<file path="config.mk">
export PLATFORM = sky130hd
export DESIGN_NAME = cu_command_arbiter_flat
export DESIGN_NICKNAME = d
export VERILOG_FILES = /design/src/rtl/cu_command_arbiter_if.sv /design/src/rtl/cu_command_arbiter.sv /design/src/flat_wrapper.sv
export SDC_FILE = /design/constraint.sdc
export NUM_CORES = 1
export LEC_CHECK = 0
export CORE_UTILIZATION = 43
export CTS_CLUSTER_DIAMETER = 150
export DETAILED_ROUTE_END_ITERATION = 16
export PLACE_DENSITY = 0.85
export SLEW_MARGIN = 5
export SYNTH_ARGS = -nofsm -noshare
export SYNTH_HDL_FRONTEND = slang
export SYNTH_SLANG_ARGS = --single-unit
</file>
<file path="constraint.sdc">
create_clock -name clock -period 4.25 [get_ports clock]
set_input_delay 0.85 -clock clock [delete_from_list [all_inputs] [get_ports clock]]
set_output_delay 0.85 -clock clock [all_outputs]
set_load 0.01 [all_outputs]
</file>
<file path="src/rtl/cu_command_arbiter_if.sv">
// Command arbiter shared types and bus interface.
//   cu_command_arbiter_pkg : command line and buffer status types.
//   cu_command_arbiter_if  : groups the requester-side commands, the downstream
//                            buffer status, the grant strobes and the winning
//                            command.
//     command_in            per-requester head command (.valid = requesting)
//     command_buffer_status downstream buffer status (.alfull = backpressure)
//     grant_out             one-hot pop strobe back to the requesters
//     command_out           registered winning command
//   Modports: slave = arbiter side, master = requester/buffer side.
package cu_command_arbiter_pkg;

  typedef struct packed {
    logic        valid;
    logic [3:0]  tag;
    logic [31:0] payload;
  } command_buffer_line_t;

  typedef struct packed {
    logic full;
    logic alfull;
  } buffer_status_t;

endpackage

interface cu_command_arbiter_if
  import cu_command_arbiter_pkg::*;
#(
  parameter int NUM_REQUESTS = 2
);

  command_buffer_line_t [NUM_REQUESTS-1:0] command_in;
  buffer_status_t                          command_buffer_status;
  logic [NUM_REQUESTS-1:0]                 grant_out;
  command_buffer_line_t                    command_out;

  modport slave (
    input  command_in,
    input  command_buffer_status,
    output grant_out,
    output command_out
  );

  modport master (
    output command_in,
    output command_buffer_status,
    input  grant_out,
    input  command_out
  );

endinterface

</file>
<file path="src/rtl/cu_command_arbiter.sv">
// Round-robin arbiter letting NUM_REQUESTS engines share one command buffer.
// Ports:
//   clock           single clock, all state on the rising edge
//   rst             asynchronous active-high reset
//   enabled_in      arbiter enable; low forces DISABLED
//   bus             cu_command_arbiter_if.slave (commands, status, grant, output)
//   issue_count_out per-requester issued-command counters, requester i at [32*i +: 32]
//   arb_state_out   registered state encoding
//
// state        | meaning
// -------------+-----------------------------------------------------------
// DISABLED (0) | arbiter off, no grants
// ARBITRATE (1)| grants one requester per cycle while buffer not almost full
// STALL (2)    | downstream almost full, waiting for room
module cu_command_arbiter
  import cu_command_arbiter_pkg::*;
#(
  parameter int NUM_REQUESTS = 2
) (
  input  logic                        clock,
  input  logic                        rst,
  input  logic                        enabled_in,
  cu_command_arbiter_if.slave         bus,
  output logic [32*NUM_REQUESTS-1:0]  issue_count_out,
  output logic [1:0]                  arb_state_out
);

  localparam int PTR_W = (NUM_REQUESTS > 1) ? $clog2(NUM_REQUESTS) : 1;

  typedef enum logic [1:0] {
    ST_DISABLED  = 2'd0,
    ST_ARBITRATE = 2'd1,
    ST_STALL     = 2'd2
  } arb_state_t;

  arb_state_t                  state_q, state_d;
  logic [PTR_W-1:0]            rr_ptr_q, rr_ptr_d;
  logic [PTR_W-1:0]            win_idx, cand;
  logic                        win_found;
  logic                        qualified;
  logic [NUM_REQUESTS-1:0]     grant;
  logic [32*NUM_REQUESTS-1:0]  issue_cnt_q;
  command_buffer_line_t        cmd_d;

  always_comb begin
    state_d   = state_q;
    rr_ptr_d  = rr_ptr_q;
    grant     = '0;
    win_idx   = '0;
    win_found = 1'b0;
    cand      = '0;
    cmd_d     = '0;

    case (state_q)
      ST_DISABLED:  if (enabled_in) state_d = ST_ARBITRATE;
      ST_ARBITRATE: if (bus.command_buffer_status.alfull) state_d = ST_STALL;
      ST_STALL:     if (!bus.command_buffer_status.alfull) state_d = ST_ARBITRATE;
      default:      state_d = ST_DISABLED;
    endcase
    // Disable overrides every other transition.
    if (!enabled_in) state_d = ST_DISABLED;

    // Gating on rst keeps grant_out quiet while reset is held, and gating on
    // alfull suppresses the grant in the ARBITRATE->STALL transition cycle.
    qualified = !rst && enabled_in && (state_q == ST_ARBITRATE) &&
                !bus.command_buffer_status.alfull;

    if (qualified) begin
      for (int k = 0; k < NUM_REQUESTS; k++) begin
        cand = PTR_W'((int'(rr_ptr_q) + k) % NUM_REQUESTS);
        if (!win_found && bus.command_in[cand].valid) begin
          win_found = 1'b1;
          win_idx   = cand;
        end
      end
    end

    if (win_found) begin
      grant[win_idx] = 1'b1;
      rr_ptr_d       = PTR_W'((int'(win_idx) + 1) % NUM_REQUESTS);
      cmd_d          = bus.command_in[win_idx];
      cmd_d.valid    = 1'b1;
    end
  end

  always_ff @(posedge clock or posedge rst) begin
    if (rst) state_q <= ST_DISABLED;
    else     state_q <= state_d;
  end

  // The pointer only moves on a grant, so it survives DISABLED/STALL and
  // fairness picks up where it stopped.
  always_ff @(posedge clock or posedge rst) begin
    if (rst) begin
      rr_ptr_q        <= '0;
      bus.command_out <= '0;
      issue_cnt_q     <= '0;
    end else begin
      rr_ptr_q        <= rr_ptr_d;
      bus.command_out <= cmd_d;
      for (int i = 0; i < NUM_REQUESTS; i++) begin
        if (grant[i]) issue_cnt_q[32*i +: 32] <= issue_cnt_q[32*i +: 32] + 32'd1;
      end
    end
  end

  assign bus.grant_out     = grant;
  assign issue_count_out   = issue_cnt_q;
  assign arb_state_out     = state_q;

endmodule

</file>
<file path="src/flat_wrapper.sv">
// flat-port wrapper written by rule: the top's interface ports become plain ports
module cu_command_arbiter_flat import cu_command_arbiter_pkg::*;
#(
  parameter int NUM_REQUESTS = 2
)
  (clock, rst, enabled_in, issue_count_out, arb_state_out, bus_command_in, bus_command_buffer_status, bus_grant_out, bus_command_out);
  cu_command_arbiter_if #(.NUM_REQUESTS(NUM_REQUESTS)) bus_i ();
  input  logic clock;
  input  logic rst;
  input  logic enabled_in;
  output logic [32*NUM_REQUESTS-1:0] issue_count_out;
  output logic [1:0] arb_state_out;
  input wire logic [$bits(bus_i.command_in)-1:0] bus_command_in;
  input wire logic [$bits(bus_i.command_buffer_status)-1:0] bus_command_buffer_status;
  output wire logic [$bits(bus_i.grant_out)-1:0] bus_grant_out;
  output wire logic [$bits(bus_i.command_out)-1:0] bus_command_out;
  assign bus_i.command_in = bus_command_in;
  assign bus_i.command_buffer_status = bus_command_buffer_status;
  assign bus_grant_out = bus_i.grant_out;
  assign bus_command_out = bus_i.command_out;
  cu_command_arbiter #(.NUM_REQUESTS(NUM_REQUESTS)) u_core (.clock(clock), .rst(rst), .enabled_in(enabled_in), .bus(bus_i), .issue_count_out(issue_count_out), .arb_state_out(arb_state_out));
endmodule
</file>
==> impl_metrics.py <==
metrics = {
    "run_status": {
        "status": "complete, no violations",
    },
    "place": {
        "dp_hpwl_um": 7740,
        "post-place-ws_ns": 0.714,
        "dpl-instance-area_um2": 6320,
        "place_congestion": 0.731,
        "io_buffers": 182,
        "place_inst": 660,
    },
    "finish": {
        "seq_area_um2": 2600,
        "multi_input_area_um2": 1670,
        "stdcell_count": 676,
        "drive_gt1_share_pct": 6.26,
        "area_delta_synth_final_pct": 51.0,
        "final_area_um2": 6550,
        "nFillCells": 786,
        "nets": 619,
        "diodes": 0,
    },
    "critical_path": {
        "r2r_slack_ns": 2.02,
        "required_ns": 3.40,
        "reg2regPathDepth": 7,
        "worstReg2RegEnd": "u_core.issue_count_out[42]$_DFFE_PP0P_",
        "start_kind": "primary input",
        "cp_max_fo": 6,
        "crit_type": "in -> out",
        "reg2reg_from": "u_core.arb_state_out[1]$_DFFE_PP0P_",
        "arrival_ns": 2.65,
        "endpoint_kind": "primary output",
        "crit_start": "enabled_in",
    },
    "job": {
        "drv_cap": 0,
    },
    "routing": {
        "drt_pass1_iterations": 5,
        "ant_nets": 0,
        "route.vias.total": 3384,
        "totalWireLength_um": 10300,
        "drt_iter0_markers": 90,
        "drc": 0,
        "wl_per_cell_um": 15.3,
        "via_per_inst": 5.01,
    },
    "timing": {
        "hold_viol": 0,
        "max_clock_freq_mhz": 286,
        "finalClockSkew_ns": 0.0127,
        "drv_slew": 0,
        "finalCriticalPeriod_ns": 3.50,
        "fin_crit_sh_pct": 82.4,
        "finalSetupViolations": 0,
        "rsz0062_at_grt": "false",
        "slew_headroom_pct": 46.0,
        "tightest_slew_ns": 0.811,
        "fin_ws_ns": 0.750,
        "tns_ns": 0,
    },
    "synth": {
        "yosysWarnings": 0,
        "synth_area_um2": 4340,
        "yosysTopAreaCellShare_pct": 60.0,
        "ys_seq_area_share_pct": 60.0,
        "syn_nets": 432,
        "netlist_top_cells_area": "dfrtp_1 60%, xnor2_1 7.5%, a22o_1 7.3%",
        "yosysTopAreaCell": "dfrtp_1",
        "yosys.cell_types.count": 36,
        "ys_ff_latch": 104,
        "syn_inst": 351,
        "syn_avg_cell_area_um2": 12.4,
    },
    "grt": {
        "grt_max_degree": 66,
        "use_met3_pct": 6.36,
        "met1_usage_pct": 24.9,
        "grt_util_met2_pct": 35.3,
        "grt-busiest-layer": "met2",
        "grt_usage_pct": 20.7,
        "antenna_found_initial": 0,
        "grt_pass1_wl_um": 16700,
        "grt_pass1_vias": 3492,
        "grt_overflow": 0,
    },
    "floorplanning": {
        "die_h_um": 102,
        "io_pins": 184,
        "fp.coreArea_um2": 9770,
        "die_w_um": 102,
        "start_util_pct": 44.4,
        "rows": 36,
        "die-area_um2": 10500,
    },
    "clock_tree": {
        "clk_pin_slew_ns": 0.08,
        "tritoncts": "built",
        "cts_max_path_buffers": 2,
        "ctsHtreeMaxLevel": 3,
        "postCtsHoldBufs": 0,
        "cts.sinks": 104,
        "root_buffer": "clkbuf_8",
        "postCtsResizedCells": 0,
        "post-cts-setup-buffer-count": 0,
        "cts_buffers": 9,
        "clk_latency_ns": 0.35,
    },
    "min_path": {
        "hp-class": "reg -> reg",
        "min_path_cells": 1,
        "hold_path_startpoint": "u_core.issue_count_out[31]$_DFFE_PP0P_",
        "min_to": "u_core.issue_count_out[31]$_DFFE_PP0P_",
    },
    "power_and_ir_drop": {
        "finalPower_uw": 1960,
        "power.density_nw_per_um2": 299,
        "power_leakage_uw": 0.00293,
        "peakVddDrop_v": 0.000201,
    },
}
critical path, stage by stage:
cell,delay [ns]
clkdlybuf4s50_1,0.55
and4b_1,0.21
nand3_1,0.29
inv_1,0.16
clkdlybuf4s50_1,0.58
final cells by class:
class | instances | area share [%]
multi-input combinational | 230 | 25.5
inverter | 7 | 0.458
clock inverter | 4 | 1.16
timing repair buffer | 186 | 28.3
sequential | 104 | 39.7
clock buffer | 12 | 2.37
tap | 133 | 2.54
worst max-delay path by stage:
stage	endpoint	slack (ns)	cells past startpoint
global placement	bus_grant_out[1]	0.75	5
detailed placement	bus_grant_out[1]	0.71	5
finish	bus_grant_out[1]	0.75	5
CTS	bus_grant_out[1]	0.70	5
floorplan	u_core.issue_count_out[49]$_DFFE_PP0P_	0.78	5
global route	bus_grant_out[1]	0.65	5
cells in the final DEF (no fill, tap or decap), types with 3 or more instances in the layout:
cell,n
clkdlybuf4s50_1,182
dfrtp_1,104
xnor2_1,37
a22o_1,36
nand2_1,30
xor2_1,25
nand3_1,19
nand4_1,15
nor2_1,14
nor3_1,11
clkbuf_8,11
and4_1,8
and3_1,7
inv_1,6
buf_4,4
and3_2,3
metrics by stage:
step / util (%) / hold WS [ns]
after CTS: 67.1 / 0.488
final: 67.1 / 0.480
after floorplan: - / 0.504
after global routing: 67.1 / 0.495
after detailed placement: 64.7 / 0.472
after global placement: 64.7 / 0.456
sequential cells by signal (all words and copies together), names as in the netlist:
register,cells
u_core.issue_count_out,64
u_core.bus.command_out,37
u_core.arb_state_out,2
u_core.rr_ptr_q,1
layer usage:
layer	up-vias	routed length [um]
met2	124	5310
li1	1615	-
met4	0	158
met5	-	0
met1	1630	4110
met3	15	776
cell families (layout without fill, tap and decap cells):
group / count (synthesis) / count (layout) / synth area share [%]
xor+xnor: 63 / 63 / 12.9
buf+inv: 17 / 209 / 1.56
fa+ha+maj: 2 / 2 / 0.577
flops: 104 / 104 / 60.0
simple gates: 123 / 123 / 16.7
mux: 1 / 1 / 0.259
compound gates: 41 / 41 / 8.07
power breakdown:
part / switching (uW) / internal (uW)
combinational: 82.1 / 135
clock: 327 / 366
sequential: 31.9 / 1020
total: 441 / 1520
synth_stat cells (all sizes together):
cell and number:
a211o 1, a21oi 1, a22o 36, and2 1, and3 10, and3b 1, and4 9, and4b 1
buf 4, clkbuf 6, dfrtp 104, ha 2, inv 7, mux2 1, nand2 30, nand2b 2
nand3 21, nand4 15, nand4b 1, nand4bb 1, nor2 15, nor3 13, nor4 1, o21a 2
o22ai 1, or2 1, or4b 1, xnor2 38, xor2 25
(Power assumes the default switching activity.)
